$ cat src/rtl/riscv_imm_gen_pipe_pkg.sv
// Shared definitions for the immediate generator: major opcodes and format codes.
package riscv_imm_gen_pipe_pkg;

  localparam logic [6:0] OPC_OP         = 7'b0110011;
  localparam logic [6:0] OPC_OP_32      = 7'b0111011;
  localparam logic [6:0] OPC_OP_IMM     = 7'b0010011;
  localparam logic [6:0] OPC_OP_IMM_32  = 7'b0011011;
  localparam logic [6:0] OPC_LOAD       = 7'b0000011;
  localparam logic [6:0] OPC_JALR       = 7'b1100111;
  localparam logic [6:0] OPC_MISC_MEM   = 7'b0001111;
  localparam logic [6:0] OPC_SYSTEM     = 7'b1110011;
  localparam logic [6:0] OPC_STORE      = 7'b0100011;
  localparam logic [6:0] OPC_BRANCH     = 7'b1100011;
  localparam logic [6:0] OPC_LUI        = 7'b0110111;
  localparam logic [6:0] OPC_AUIPC      = 7'b0010111;
  localparam logic [6:0] OPC_JAL        = 7'b1101111;

  typedef enum logic [2:0] {
    FMT_R    = 3'd0,
    FMT_I    = 3'd1,
    FMT_S    = 3'd2,
    FMT_B    = 3'd3,
    FMT_U    = 3'd4,
    FMT_J    = 3'd5,
    FMT_NONE = 3'd7
  } fmt_e;

endpackage

$ cat src/rtl/riscv_imm_decode.sv
// Combinational instruction format decoder and sign-extended immediate builder.
module riscv_imm_decode
  import riscv_imm_gen_pipe_pkg::*;
#(
  parameter int XLEN = 32
) (
  input  logic [31:0]     instr,
  output logic [XLEN-1:0] imm,
  output logic [2:0]      fmt,
  output logic            illegal
);

  // Every immediate has its sign in instr[31], so a 32-bit signed form is
  // built first and then widened to XLEN with sign extension.
  logic signed [31:0] imm32;
  fmt_e               fmt_sel;

  // Select format and assemble the 32-bit immediate from the opcode.
  always_comb begin
    imm32   = '0;
    fmt_sel = FMT_NONE;
    case (instr[6:0])
      OPC_OP: fmt_sel = FMT_R;
      OPC_OP_32: begin
        if (XLEN == 64) fmt_sel = FMT_R;
      end
      OPC_OP_IMM, OPC_LOAD, OPC_JALR, OPC_MISC_MEM, OPC_SYSTEM: begin
        fmt_sel = FMT_I;
        imm32   = {{20{instr[31]}}, instr[31:20]};
      end
      OPC_OP_IMM_32: begin
        if (XLEN == 64) begin
          fmt_sel = FMT_I;
          imm32   = {{20{instr[31]}}, instr[31:20]};
        end
      end
      OPC_STORE: begin
        fmt_sel = FMT_S;
        imm32   = {{20{instr[31]}}, instr[31:25], instr[11:7]};
      end
      OPC_BRANCH: begin
        fmt_sel = FMT_B;
        imm32   = {{19{instr[31]}}, instr[31], instr[7], instr[30:25],
                   instr[11:8], 1'b0};
      end
      OPC_LUI, OPC_AUIPC: begin
        fmt_sel = FMT_U;
        imm32   = {instr[31:12], 12'b0};
      end
      OPC_JAL: begin
        fmt_sel = FMT_J;
        imm32   = {{11{instr[31]}}, instr[31], instr[19:12], instr[20],
                   instr[30:21], 1'b0};
      end
      default: ;
    endcase
    // Compressed-encoding space is never a legal 32-bit instruction.
    if (instr[1:0] != 2'b11) begin
      fmt_sel = FMT_NONE;
      imm32   = '0;
    end
  end

  assign imm     = XLEN'(imm32);
  assign fmt     = fmt_sel;
  assign illegal = (fmt_sel == FMT_NONE);

endmodule

$ cat src/rtl/riscv_imm_gen_pipe.sv
// Pipelined immediate generator: decode, registered output with a one-entry
// skid buffer for full throughput under backpressure, flush, and a saturating
// illegal-opcode counter.
module riscv_imm_gen_pipe
  import riscv_imm_gen_pipe_pkg::*;
#(
  parameter int XLEN  = 32,
  parameter int CNT_W = 16
) (
  input  logic             clk,
  input  logic             reset_n,
  input  logic             flush,
  input  logic             in_valid,
  output logic             in_ready,
  input  logic [31:0]      in_instr,
  input  logic [XLEN-1:0]  in_pc,
  output logic             out_valid,
  input  logic             out_ready,
  output logic [XLEN-1:0]  out_imm,
  output logic [2:0]       out_fmt,
  output logic             out_illegal,
  output logic [XLEN-1:0]  out_pc,
  output logic [CNT_W-1:0] illegal_cnt
);

  logic [XLEN-1:0] dec_imm;
  logic [2:0]      dec_fmt;
  logic            dec_ill;

  riscv_imm_decode #(.XLEN(XLEN)) u_decode (
    .instr   (in_instr),
    .imm     (dec_imm),
    .fmt     (dec_fmt),
    .illegal (dec_ill)
  );

  // Output register (or_*) and skid entry (sk_*).
  logic            or_vld_q, or_vld_d;
  logic [XLEN-1:0] or_imm_q, or_imm_d;
  logic [2:0]      or_fmt_q, or_fmt_d;
  logic            or_ill_q, or_ill_d;
  logic [XLEN-1:0] or_pc_q,  or_pc_d;
  logic            sk_vld_q, sk_vld_d;
  logic [XLEN-1:0] sk_imm_q, sk_imm_d;
  logic [2:0]      sk_fmt_q, sk_fmt_d;
  logic            sk_ill_q, sk_ill_d;
  logic [XLEN-1:0] sk_pc_q,  sk_pc_d;
  logic [CNT_W-1:0] cnt_q,   cnt_d;

  logic accept;
  logic retire;

  // The skid flag is a flop, so in_ready is registered.
  assign in_ready = ~sk_vld_q;
  assign accept   = in_valid & in_ready;
  assign retire   = or_vld_q & out_ready;

  // Storage steering: fill OR when it is free or draining, else park in SK.
  always_comb begin
    or_vld_d = or_vld_q;
    or_imm_d = or_imm_q;
    or_fmt_d = or_fmt_q;
    or_ill_d = or_ill_q;
    or_pc_d  = or_pc_q;
    sk_vld_d = sk_vld_q;
    sk_imm_d = sk_imm_q;
    sk_fmt_d = sk_fmt_q;
    sk_ill_d = sk_ill_q;
    sk_pc_d  = sk_pc_q;
    cnt_d    = cnt_q;
    if (flush) begin
      or_vld_d = 1'b0;
      sk_vld_d = 1'b0;
    end else begin
      if (!or_vld_q || retire) begin
        if (sk_vld_q) begin
          // SK is older than anything arriving now; accept is blocked
          // because in_ready is low whenever SK holds an entry.
          or_vld_d = 1'b1;
          or_imm_d = sk_imm_q;
          or_fmt_d = sk_fmt_q;
          or_ill_d = sk_ill_q;
          or_pc_d  = sk_pc_q;
          sk_vld_d = 1'b0;
        end else if (accept) begin
          or_vld_d = 1'b1;
          or_imm_d = dec_imm;
          or_fmt_d = dec_fmt;
          or_ill_d = dec_ill;
          or_pc_d  = in_pc;
        end else begin
          or_vld_d = 1'b0;
        end
      end else if (accept) begin
        sk_vld_d = 1'b1;
        sk_imm_d = dec_imm;
        sk_fmt_d = dec_fmt;
        sk_ill_d = dec_ill;
        sk_pc_d  = in_pc;
      end
      if (accept && dec_ill && (cnt_q != {CNT_W{1'b1}})) begin
        cnt_d = cnt_q + CNT_W'(1);
      end
    end
  end

  // State registers with synchronous active-low reset.
  always_ff @(posedge clk) begin
    if (!reset_n) begin
      or_vld_q <= 1'b0;
      or_imm_q <= '0;
      or_fmt_q <= '0;
      or_ill_q <= 1'b0;
      or_pc_q  <= '0;
      sk_vld_q <= 1'b0;
      sk_imm_q <= '0;
      sk_fmt_q <= '0;
      sk_ill_q <= 1'b0;
      sk_pc_q  <= '0;
      cnt_q    <= '0;
    end else begin
      or_vld_q <= or_vld_d;
      or_imm_q <= or_imm_d;
      or_fmt_q <= or_fmt_d;
      or_ill_q <= or_ill_d;
      or_pc_q  <= or_pc_d;
      sk_vld_q <= sk_vld_d;
      sk_imm_q <= sk_imm_d;
      sk_fmt_q <= sk_fmt_d;
      sk_ill_q <= sk_ill_d;
      sk_pc_q  <= sk_pc_d;
      cnt_q    <= cnt_d;
    end
  end

  assign out_valid   = or_vld_q;
  assign out_imm     = or_imm_q;
  assign out_fmt     = or_fmt_q;
  assign out_illegal = or_ill_q;
  assign out_pc      = or_pc_q;
  assign illegal_cnt = cnt_q;

endmodule

$ cat config.mk
export PLATFORM = sky130hd
export DESIGN_NAME = riscv_imm_gen_pipe
export DESIGN_NICKNAME = d
export VERILOG_FILES = /design/src/rtl/riscv_imm_gen_pipe_pkg.sv /design/src/rtl/riscv_imm_decode.sv /design/src/rtl/riscv_imm_gen_pipe.sv
export SDC_FILE = /design/constraint.sdc
export NUM_CORES = 1
export LEC_CHECK = 0
export CORE_MARGIN = 3
export CORE_UTILIZATION = 40
export CTS_BUF_LIST = sky130_fd_sc_hd__clkbuf_4 sky130_fd_sc_hd__clkbuf_8 sky130_fd_sc_hd__clkbuf_16
export DETAILED_ROUTE_END_ITERATION = 6
export GPL_TIMING_DRIVEN = 1
export PLACE_DENSITY_LB_ADDON = 0.25
export SYNTH_ARGS = -nofsm -noshare
export SYNTH_HDL_FRONTEND = slang
export SYNTH_HIERARCHICAL = 1
export SYNTH_SLANG_ARGS = --single-unit
$ cat constraint.sdc
create_clock -name clk -period 3.3 [get_ports clk]
set_input_delay 0.66 -clock clk [delete_from_list [all_inputs] [get_ports clk]]
set_output_delay 0.66 -clock clk [all_outputs]
set_load 0.1 [all_outputs]
==> results of run 1 <==
==> power groups by stage <==
stage,combinational [µW],sequential [µW],clock (µW)
global placement,862,2000,0
floorplan,204,2400,0
detailed placement,864,2000,0
global route,906,1960,2000
finish,859,1960,1860
CTS,865,1960,1920
==> critical path: stages <==
cell             delay (ns)
clkdlybuf4s50_1        0.50
and4bb_2               0.29
o21bai_1               0.15
a22o_2                 0.23
nand2_1                0.17
and4bb_2               0.29
o2111ai_1              0.22
or3_1                  0.40
a21oi_1                0.15
==> routing by layer <==
layer / share of wire (%) / vias up / wire length [µm] / track usage [%]
met5: 0 / - / 0 / 0
met1: 45 / 2843 / 7920 / 24.6
met2: 48 / 144 / 8410 / 30.7
met4: 0.72 / 0 / 127 / 4.49
li1: - / 3120 / - / -
met3: 6.4 / 13 / 1130 / 5.70
==> cell type report <==
cell class | instances | area (µm²)
inverter | 3 | 13.8
multi-input combinational | 580 | 3480
clock buffer | 21 | 468
tap | 220 | 275
fill | 1604 | 7690
timing repair buffer | 179 | 1590
clock inverter | 11 | 96.3
sequential | 154 | 3090
==> stage by stage <==
stage / std cells / util [%] / hold slack [ns] / instance area [µm²]
after floorplan: 804 / - / 0.436 / 6850
after global placement: 1136 / 50.6 / 0.441 / 8440
after detailed placement: 1136 / 50.6 / 0.446 / 8440
after CTS: 1168 / 53.9 / 0.454 / 9010
after global routing: 1168 / 53.9 / 0.468 / 9010
final: 1168 / 53.9 / 0.453 / 9010
==> sequential cells by signal, summed over array words and instances, names as in the netlist <==
| signal | flops |
|---|---|
| out_imm | 32 |
| illegal_cnt | 16 |
| out_fmt | 3 |
| out_pc | 32 |
| out_valid | 1 |
| sk_fmt_q | 3 |
| out_illegal | 1 |
| sk_pc_q | 32 |
| sk_vld_q | 1 |
| sk_ill_q | 1 |
| sk_imm_q | 32 |
==> path summary, 6_finish.rpt <==
path                  start               to  slack (ns)  depth (start not counted)
max             in_instr[2]  illegal_cnt[12]        0.57                          9
min reg2reg    sk_imm_q[24]     sk_imm_q[24]        0.45                          2
min            sk_imm_q[24]     sk_imm_q[24]        0.45                          2
max reg2reg  illegal_cnt[0]   illegal_cnt[2]        1.13                          5
==> cell usage after synthesis (4+ instances only) <==
cell type / number / share of area (%)
or3_1: 7 / 0.64
nand2b_1: 4 / 0.37
a21o_1: 21 / 2.3
a32o_1: 5 / 0.73
nand4_1: 6 / 0.55
nand2_1: 149 / 8.2
o31ai_1: 5 / 0.55
dfxtp_1: 154 / 45
a211oi_1: 69 / 7.6
clkbuf_1: 44 / 2.4
and3_1: 11 / 1.0
nand3_1: 13 / 0.95
mux2i_1: 69 / 10
a21oi_1: 83 / 6.1
o21ai_0: 8 / 0.58
nor2_1: 77 / 4.2
nor3_1: 6 / 0.44
buf_2: 9 / 0.66
buf_1: 9 / 0.49
==> kinds of logic after synthesis <==
group	synth area share [%]
AOI/OAI and AO/OA	20.4
DFF	45.0
muxes	10.2
xor gates and xnor gates	0.128
and+or+nand+nor	19.6
buffers and inverters	4.38
adders and majority gates	0.183
==> qor.yml, run 1 <==
status: "finished clean"
grt_usage_pct: 18.8
coreArea_um2: 16700
synth_nets: 874
htreeDepth: 4
numPortBuffers: 154
tns_ns: 0
yosys_warnings: 6
syn_inst: 804
rsz0062_at_grt: "no"
clkTransAtPathRegs_ns: 0.06
max-slew-margin-rel_pct: 45.0
cts_buffers: 17
drv_cap: 0
cts_tree: "done"
cts_resized: 0
grt_max_degree: 77
final_common_cell: "dfxtp_1"
postRouteAntennaNets: 0
die_h_um: 137
clock_latency_ns: 0.41
synth_ff_type: "dfxtp_1"
holdBufCountCts: 0
pin_count: 155
layout_setup_ws_ns: 0.571
start_util_pct: 41.0
hp-class: "flop to flop"
switching_share_pct: 30.3
yosysUniqueCellTypes: 56
synth_edf_count: 0
rows: 47
grt_pass1_wl_mm: 28.3
grt-ovfl-total: 0
post-cts-setup-buffers: 0
antenna_found_initial: 0
area_growth_pct: 31.5
crit_required_ns: 3.64
p_clk_share_pct: 39.7
finalCritPeriodShare_pct: 82.7
peakVddDrop_mv: 0.336
cts-root-buf: "clkbuf_16"
fin_crit_ns: 2.73
synth_area_um2: 6850
tightestPinTransition_ns: 0.819
p_sw_uw: 1420
ys_ff_latch: 154
cp.arrival_ns: 3.07
seqPwrFrac_pct: 41.9
setup_violations: 0
fmax_mhz: 366
endpoint_kind: "flop"
drc: 0
power-per-cell-area_nw_per_um2: 519
finalPower_uw: 4670
skew_ns: 0.00588
post-dp-hpwl_mm: 11.6
crit_path_max_fanout: 6
hold_viol_final: 0
combPwrFrac_pct: 18.4
cts.sinks: 154
wl_mm: 17.6
dieArea_um2: 18700
num_vias: 6120
routed_via_density: 5.24
slew_violations: 0
place_ws_ns: 0.158
die_x_um: 137
critPathLaunchType: "input pin"
drtPass1Iterations: 5
nNetsFinal: 1005
syn_avg_cell_area_um2: 8.52
postSynth.asyncResetShare_pct: 0
place.gp.congestion: 0.875
routedWlPerCell_um: 15.1
antenna_cells: 0
drtIter0Drc: 326
worstSetupPathType: "input pin to flop"
drive_above_1_share_pct: 17.1
cts_buffer_depth: 2
layout_common_cells: "dfxtp_1 (153), nand2_1 (149), buf_4 (105)"
power_leakage_uw: 0.00331
cell_internal_pwr_uw: 3260
ys_seq_area_share_pct: 45.0
grt_pass1_vias: 5564
Power figures use the tool's default switching activity.
==> run 2: changes to the inputs <==
==> constraint.sdc (replaced) <==
create_clock -name clk -period 2.61 [get_ports clk]
set_input_delay 0.522 -clock clk [delete_from_list [all_inputs] [get_ports clk]]
set_output_delay 0.522 -clock clk [all_outputs]
set_load 0.1 [all_outputs]
==> run 2 against run 1 <==
Net effect:
- sequential share of layout area is 0.90 points lower
- clock power is 40% higher
- global-route usage is 0.21 points higher
- critical path depth stayed put
- sequential cell count stayed put
- routed wire length is 0.92% higher
- worst setup slack worse by 0.46 ns
- critical path type unchanged
- largest power group is now clock
==> qor.yml, run 2 (synthesized netlist as in run 1, its figures left out) <==
drv_cap: 0  # unchanged
cts-root-buf: "clkbuf_16"
p_sw_uw: 1810  # +28%
num-fill-cells: 1557  # -2.9%
endpoint_kind: "flop"
peakVddDrop_mv: 0.532  # +58%
drive_above_1_share_pct: 19.0  # +2.0 points
power_leakage_uw: 0.00344  # +3.8%
finalCritPeriodShare_pct: 95.9
critPathLaunchType: "input pin"
worstSetupPathType: "input pin to flop"
post-dp-hpwl_mm: 12.0  # +3.4%
cell_internal_pwr_uw: 4370  # +34%
seqPwrFrac_pct: 40.0  # -1.9 points
clkTransAtPathRegs_ns: 0.06  # about the same
routed_via_density: 5.18  # -1.2%
cts_buffer_depth: 2  # unchanged
crit_path_max_fanout: 4  # -2
critical_path_buf_inv_count: 1  # unchanged
cp_slowest_stage_delay_ns: 0.54  # +0.04 ns
tightestPinTransition_ns: 0.654  # -0.164 ns
grt_usage_pct: 19.0  # +0.21 points
drc: 0  # unchanged
area_growth_pct: 35.0
grt_pass1_wl_mm: 28.5  # +0.76%
dieArea_um2: 18700  # unchanged
num_vias: 6142  # +0.36%
setup_violations: 0  # unchanged
placed_cells: 1156  # +1.8%
hp-start: "sk_fmt_q[0]"
fmax_mhz: 400
start_util_pct: 41.0  # unchanged
pin_count: 155  # unchanged
crit_slowest_cell: "clkdlybuf4s50_1"
clock_latency_ns: 0.42  # about the same
status: "finished clean"
wl_mm: 17.7  # +0.92%
hold_viol_final: 0  # unchanged
nNetsFinal: 1025  # +2.0%
instances_no_fill: 1186  # +1.5%
drtPass1Iterations: 4  # -1
path_delay_family: "simple AND/OR/NAND/NOR gates"
combPwrFrac_pct: 18.0  # -0.4 points
cts_buffers: 17  # unchanged
htreeDepth: 4  # unchanged
antenna_found_initial: 0  # unchanged
place.gp.congestion: 0.860  # -1.8%
switching_share_pct: 29.3  # -0.96 points
hp-class: "flop to flop"
power-per-cell-area_nw_per_um2: 668  # +29%
post-cts-setup-buffers: 0  # unchanged
cts_tree: "done"
skew_ns: 0.00691  # +0.00103 ns
max-slew-margin-rel_pct: 56.4  # +11 points
slew_violations: 0  # unchanged
numPortBuffers: 154  # unchanged
die_h_um: 137  # unchanged
grt_max_degree: 77  # unchanged
crit_chain: "clkdlybuf4s50_1, and4bb_2, o21bai_1, a22o_2, nand2_2, nand4bb_4, or3_4, or4_1, a21oi_1"
worstSetupStartpoint: "in_instr[4]"
drtIter0Drc: 316  # -3.1%
routedWlPerCell_um: 15.0  # -0.62%
final_common_cell: "dfxtp_1"
p_clk_share_pct: 42.0  # +2.3 points
grt-ovfl-total: 0  # unchanged
grt_pass1_vias: 5737  # +3.1%
rows: 47  # unchanged
holdBufCountCts: 0  # unchanged
layout_common_cells: "dfxtp_1 (153), nand2_1 (148), buf_4 (123)"
postRouteAntennaNets: 0  # unchanged
fin_crit_ns: 2.50
cp.arrival_ns: 2.85  # -0.22 ns
finalPower_uw: 6180  # +32%
coreArea_um2: 16700  # unchanged
antenna_cells: 0  # unchanged
worstReg2RegStart: "illegal_cnt[0]"
cts.sinks: 154  # unchanged
crit_required_ns: 2.96  # -0.68 ns
die_x_um: 137  # unchanged
run 2: changes by cell type in the layout (fill, tap and decap cells not counted), moves of 2 or more:
| cell | previous run | this run |
|---|---|---|
| buf_4 | 105 | 123 |
| buf_12 | 6 | 8 |
| clkbuf_4 | 2 | 0 |
| bufinv_16 | 1 | 4 |
| clkinv_2 | 5 | 3 |
run 2: path summary, 6_finish.rpt:
check | slack (ns) | to | cells after the start
setup reg to reg | 0.50 | illegal_cnt[8] | 6
hold reg to reg | 0.45 | sk_fmt_q[0] | 2
setup / recovery | 0.11 | illegal_cnt[7] | 9
hold / removal | 0.45 | sk_fmt_q[0] | 2
run 2: power groups by stage:
stage	sequential, µW	clock, µW	combinational (µW)
after CTS	2470	2650	1120
after floorplan	3030	0	258
final	2470	2600	1110
after global routing	2480	2750	1170
after detailed placement	2520	0	1120
after global placement	2520	0	1110
run 2: metrics by stage:
| step | instance area, µm² | util [%] | hold slack [ns] | setup WS [ns] | setup TNS [ns] |
|---|---|---|---|---|---|
| 4_1_cts | 9230 | 55.3 | 0.455 | 0.0883 | 0 |
| 2_1_floorplan | 6850 | - | 0.436 | 0.0549 | 0 |
| 3_3_place_gp | 8620 | 51.6 | 0.441 | -0.329 | -3.30 |
| 3_5_place_dp | 8620 | 51.6 | 0.446 | -0.345 | -4.00 |
| 6_report | 9250 | 55.4 | 0.453 | 0.108 | 0 |
| 5_1_grt | 9250 | 55.4 | 0.467 | -0.000640 | -0.000640 |
run 2: area by class of cell:
cell class | instances | area, µm² | share of cell area, %
inverter | 3 | 13.8 | 0.149
clock inverter | 12 | 175 | 1.89
clock buffer | 18 | 439 | 4.75
timing repair buffer | 199 | 1760 | 19.1
sequential | 154 | 3090 | 33.4
multi-input combinational | 580 | 3500 | 37.8
tap | 220 | 275 | 2.98
run 2: repair_timing:
item / in CTS / in global routing
gates resized for setup: 0 / 4
endpoints found under the setup margin: 0 / 7
hold endpoints to repair: 0 / 0
run 2: routing by layer:
metal / vias to the layer above / share of wire [%] / global-route usage [%]
met3: 11 / 6.4 / 6.03
met1: 2838 / 45 / 24.2
met4: 0 / 0.79 / 4.66
li1: 3156 / - / -
met5: - / 0 / 0
met2: 137 / 48 / 31.5
run 2: worst reg2reg max path: cells and delay by family, from the launching register on:
family,cells,cell delay (ns)
simple gates,3,0.87
buf+inv,1,0.26
flops,1,0.45
fa+ha+maj,1,0.25
compound gates,1,0.16
==> run 3: changes to the inputs <==
--- a/config.mk
+++ b/config.mk
@@ -5,13 +5,14 @@
 export SDC_FILE = /design/constraint.sdc
 export NUM_CORES = 1
 export LEC_CHECK = 0
+export CAP_MARGIN = 20
 export CORE_MARGIN = 3
 export CORE_UTILIZATION = 40
 export CTS_BUF_LIST = sky130_fd_sc_hd__clkbuf_4 sky130_fd_sc_hd__clkbuf_8 sky130_fd_sc_hd__clkbuf_16
 export DETAILED_ROUTE_END_ITERATION = 6
 export GPL_TIMING_DRIVEN = 1
 export PLACE_DENSITY_LB_ADDON = 0.25
+export SKIP_CTS_REPAIR_TIMING = 1
 export SYNTH_ARGS = -nofsm -noshare
 export SYNTH_HDL_FRONTEND = slang
-export SYNTH_HIERARCHICAL = 1
 export SYNTH_SLANG_ARGS = --single-unit
==> run 3 against run 2 <==
Net effect:
- area after synthesis down 2.6%
- critical endpoint is now sk_imm_q[25]
- register-to-register slack worse by 0.10 ns
- final cell count about the same
- cell area down 2.7%
- largest power group unchanged
- worst hold slack worse by 0.0011 ns
- worst setup slack better by 0.13 ns
- critical path depth down 2
- highest routed layer unchanged
- sequential cell count unchanged
- first-iteration DRC count up 45%
- die area down 2.5%
- routed wire length up 7.9%
- combinational power down 19%
==> qor.yml, run 3 <==
nNetsFinal: 1029  # +0.39%
pin_count: 155  # unchanged
whs_ns: 0.452  # -0.00112 ns
yosysUniqueCellTypes: 51  # -8.9%
cts-root-buf: "clkbuf_16"
r2r_setup_slack_ns: 0.40  # -0.10 ns
place.gp.congestion: 0.908  # +5.6%
ys_ff_latch: 154  # unchanged
hold_path_end: "sk_imm_q[9]"
cts_buffer_depth: 2  # unchanged
status: "finished clean"
r2r_cells: 6  # unchanged
syn_inst: 813  # +1.1%
hp-start: "sk_imm_q[9]"
num_vias: 6378  # +3.8%
cp_slowest_stage_delay_ns: 0.65  # +0.11 ns
drtPass1Iterations: 5  # +1
post-dp-hpwl_mm: 12.6  # +5.2%
die_x_um: 135  # -1.2%
grt-ovfl-total: 0  # unchanged
peakVddDrop_mv: 0.444  # -16%
clock_latency_ns: 0.42  # about the same
drtIter0Drc: 457  # +45%
postRouteAntennaNets: 0  # unchanged
synth_nets: 883  # +1.0%
syn_avg_cell_area_um2: 8.21  # -3.7%
place_ws_ns: -0.0689  # +0.276 ns
grt_pass1_vias: 5882  # +2.5%
synth_area_leader_cell: "dfxtp_1"
finalCritPeriodShare_pct: 90.8  # -5.1 points
skew_ns: 0.00564  # -0.00128 ns
wl_mm: 19.2  # +7.9%
synth_area_leaders: "dfxtp_1 (46%), a21oi_1 (7.7%), nand2_1 (6.9%)"
clkTransAtPathRegs_ns: 0.06  # about the same
numPortBuffers: 154  # unchanged
cts_buffers: 17  # unchanged
drc: 0  # unchanged
crit_slowest_cell: "nor2_1"
critical_path_buf_inv_count: 2  # +1
crit_chain: "clkdlybuf4s50_1, buf_4, mux2i_1, a22oi_1, a21boi_0, nor2_1, a21oi_1"
synth_top_area_share_pct: 46.2  # +1.2 points
coreArea_um2: 16100  # -3.5%
crit_required_ns: 2.87  # -0.09 ns
regToRegEndpoint: "illegal_cnt[11]"
ys_seq_area_share_pct: 46.2  # +1.2 points
path_delay_family: "buffers and inverters"
endpoint_kind: "flop"
antenna_cells: 0  # unchanged
cp.arrival_ns: 2.63  # -0.22 ns
yosysMostFrequentCell: "dfxtp_1"
synth_ff_type: "dfxtp_1"
worstReg2RegStart: "illegal_cnt[0]"
placed_area_um2: 8360  # -3.0%
routedWlPerCell_um: 16.1  # +7.8%
htreeDepth: 4  # unchanged
cts_tree: "done"
grt_max_degree: 98  # +27%
setup_violations: 0  # unchanged
fin_crit_ns: 2.37  # -0.133 ns
crit_path_max_fanout: 14  # +10
hold_viol_final: 0  # unchanged
power_leakage_uw: 0.00329  # -4.1%
ys_top_cells_by_count: "dfxtp_1 (154), nand2_1 (122), a21oi_1 (102)"
routed_via_density: 5.37  # +3.8%
num-fill-cells: 1532  # -1.6%
max-slew-margin-rel_pct: 27.7  # -29 points
dieArea_um2: 18300  # -2.5%
synth_edf_count: 0  # unchanged
grt_usage_pct: 20.8  # +1.8 points
hp-class: "flop to flop"
whs_path_depth: 2  # unchanged
power-per-cell-area_nw_per_um2: 670  # +0.23%
rsz0062_at_grt: "no"
critPathLaunchType: "input pin"
drv_cap: 0  # unchanged
fmax_mhz: 422  # +5.6%
cts.sinks: 154  # unchanged
final_common_cell: "dfxtp_1"
die_h_um: 135  # -1.2%
slew_violations: 0  # unchanged
synth_area_um2: 6670  # -2.6%
antenna_found_initial: 0  # unchanged
grt_pass1_wl_mm: 30.5  # +6.9%
rows: 46  # -2.1%
area_growth_pct: 34.8
worstSetupPathType: "input pin to flop"
drive_above_1_share_pct: 17.6  # -1.4 points
yosys_warnings: 0  # -6
final_cell_area_um2: 9000  # -2.7%
start_util_pct: 41.4  # +0.39 points
layout_common_cells: "dfxtp_1 (151), buf_4 (126), nand2_1 (122)"
tightestPinTransition_ns: 1.08  # +0.431 ns
postSynth.asyncResetShare_pct: 0  # unchanged
layout_setup_ws_ns: 0.240  # +0.133 ns
[run 3: kinds of logic (layout without fill, tap and decap cells)]
group | count (synthesis) | after routing | share of synthesized area, %
flip-flops | 154 | 154 | 46.2
adder cells (fa/ha/maj) | 1 | 1 | 0.187
buffers and inverters | 78 | 236 | 4.89
multiplexers | 37 | 37 | 5.55
AO/OA/AOI/OAI | 268 | 268 | 23.5
AND/OR/NAND/NOR | 274 | 274 | 19.5
XOR/XNOR | 1 | 1 | 0.131
[run 3: layer usage]
metal  GRT usage [%]  routed length [µm]  up-vias
met5               0                   0        -
met4            5.60                 242        0
met3            5.87                1410       23
met2            32.1                8840      188
met1            28.7                8670     2949
li1                -                   -     3218
[run 3: where the power goes]
| group | internal (µW) | switching (µW) | leakage [µW] |
|---|---|---|---|
| Sequential | 2410 | 34.2 | 0.00125 |
| Clock | 1730 | 947 | 0.000317 |
| Combinational | 272 | 633 | 0.00173 |
[run 3: area by class of cell]
type | count | area [µm²] | share of cell area (%)
multi-input cells | 581 | 3280 | 36.4
clock inverters | 7 | 138 | 1.53
clock buffers | 24 | 503 | 5.59
well taps | 216 | 270 | 3.00
inverters | 8 | 35.0 | 0.389
flip-flops and latches | 154 | 3090 | 34.3
repair buffers | 197 | 1690 | 18.7
[run 3: tightest hold or removal path, delay by kind of cell (launching register included)]
kind,cells,cell delay (ns)
flops,1,0.31
simple gates,1,0.05
compound gates,1,0.05
[run 3: worst max path at each step]
| stage | start | depth (start not counted) | endpoint |
|---|---|---|---|
| after floorplan | illegal_cnt[2] | 5 | illegal_cnt[12] |
| after global placement | in_instr[2] | 7 | sk_imm_q[30] |
| after detailed placement | in_instr[2] | 7 | sk_imm_q[23] |
| after CTS | in_instr[2] | 7 | sk_imm_q[25] |
| after global routing | in_instr[2] | 7 | sk_imm_q[25] |
| final | in_instr[2] | 7 | sk_imm_q[25] |
[run 3: through the flow]
stage | total power, µW | setup TNS, ns | cells | util (%)
2_1_floorplan | 3090 | 0 | 813 | -
3_3_place_gp | 3400 | -0.418 | 1156 | 51.9
3_5_place_dp | 3400 | -0.682 | 1156 | 51.9
4_1_cts | 6080 | 0 | 1187 | 55.8
5_1_grt | 6230 | 0 | 1187 | 55.8
6_report | 6020 | 0 | 1187 | 55.8
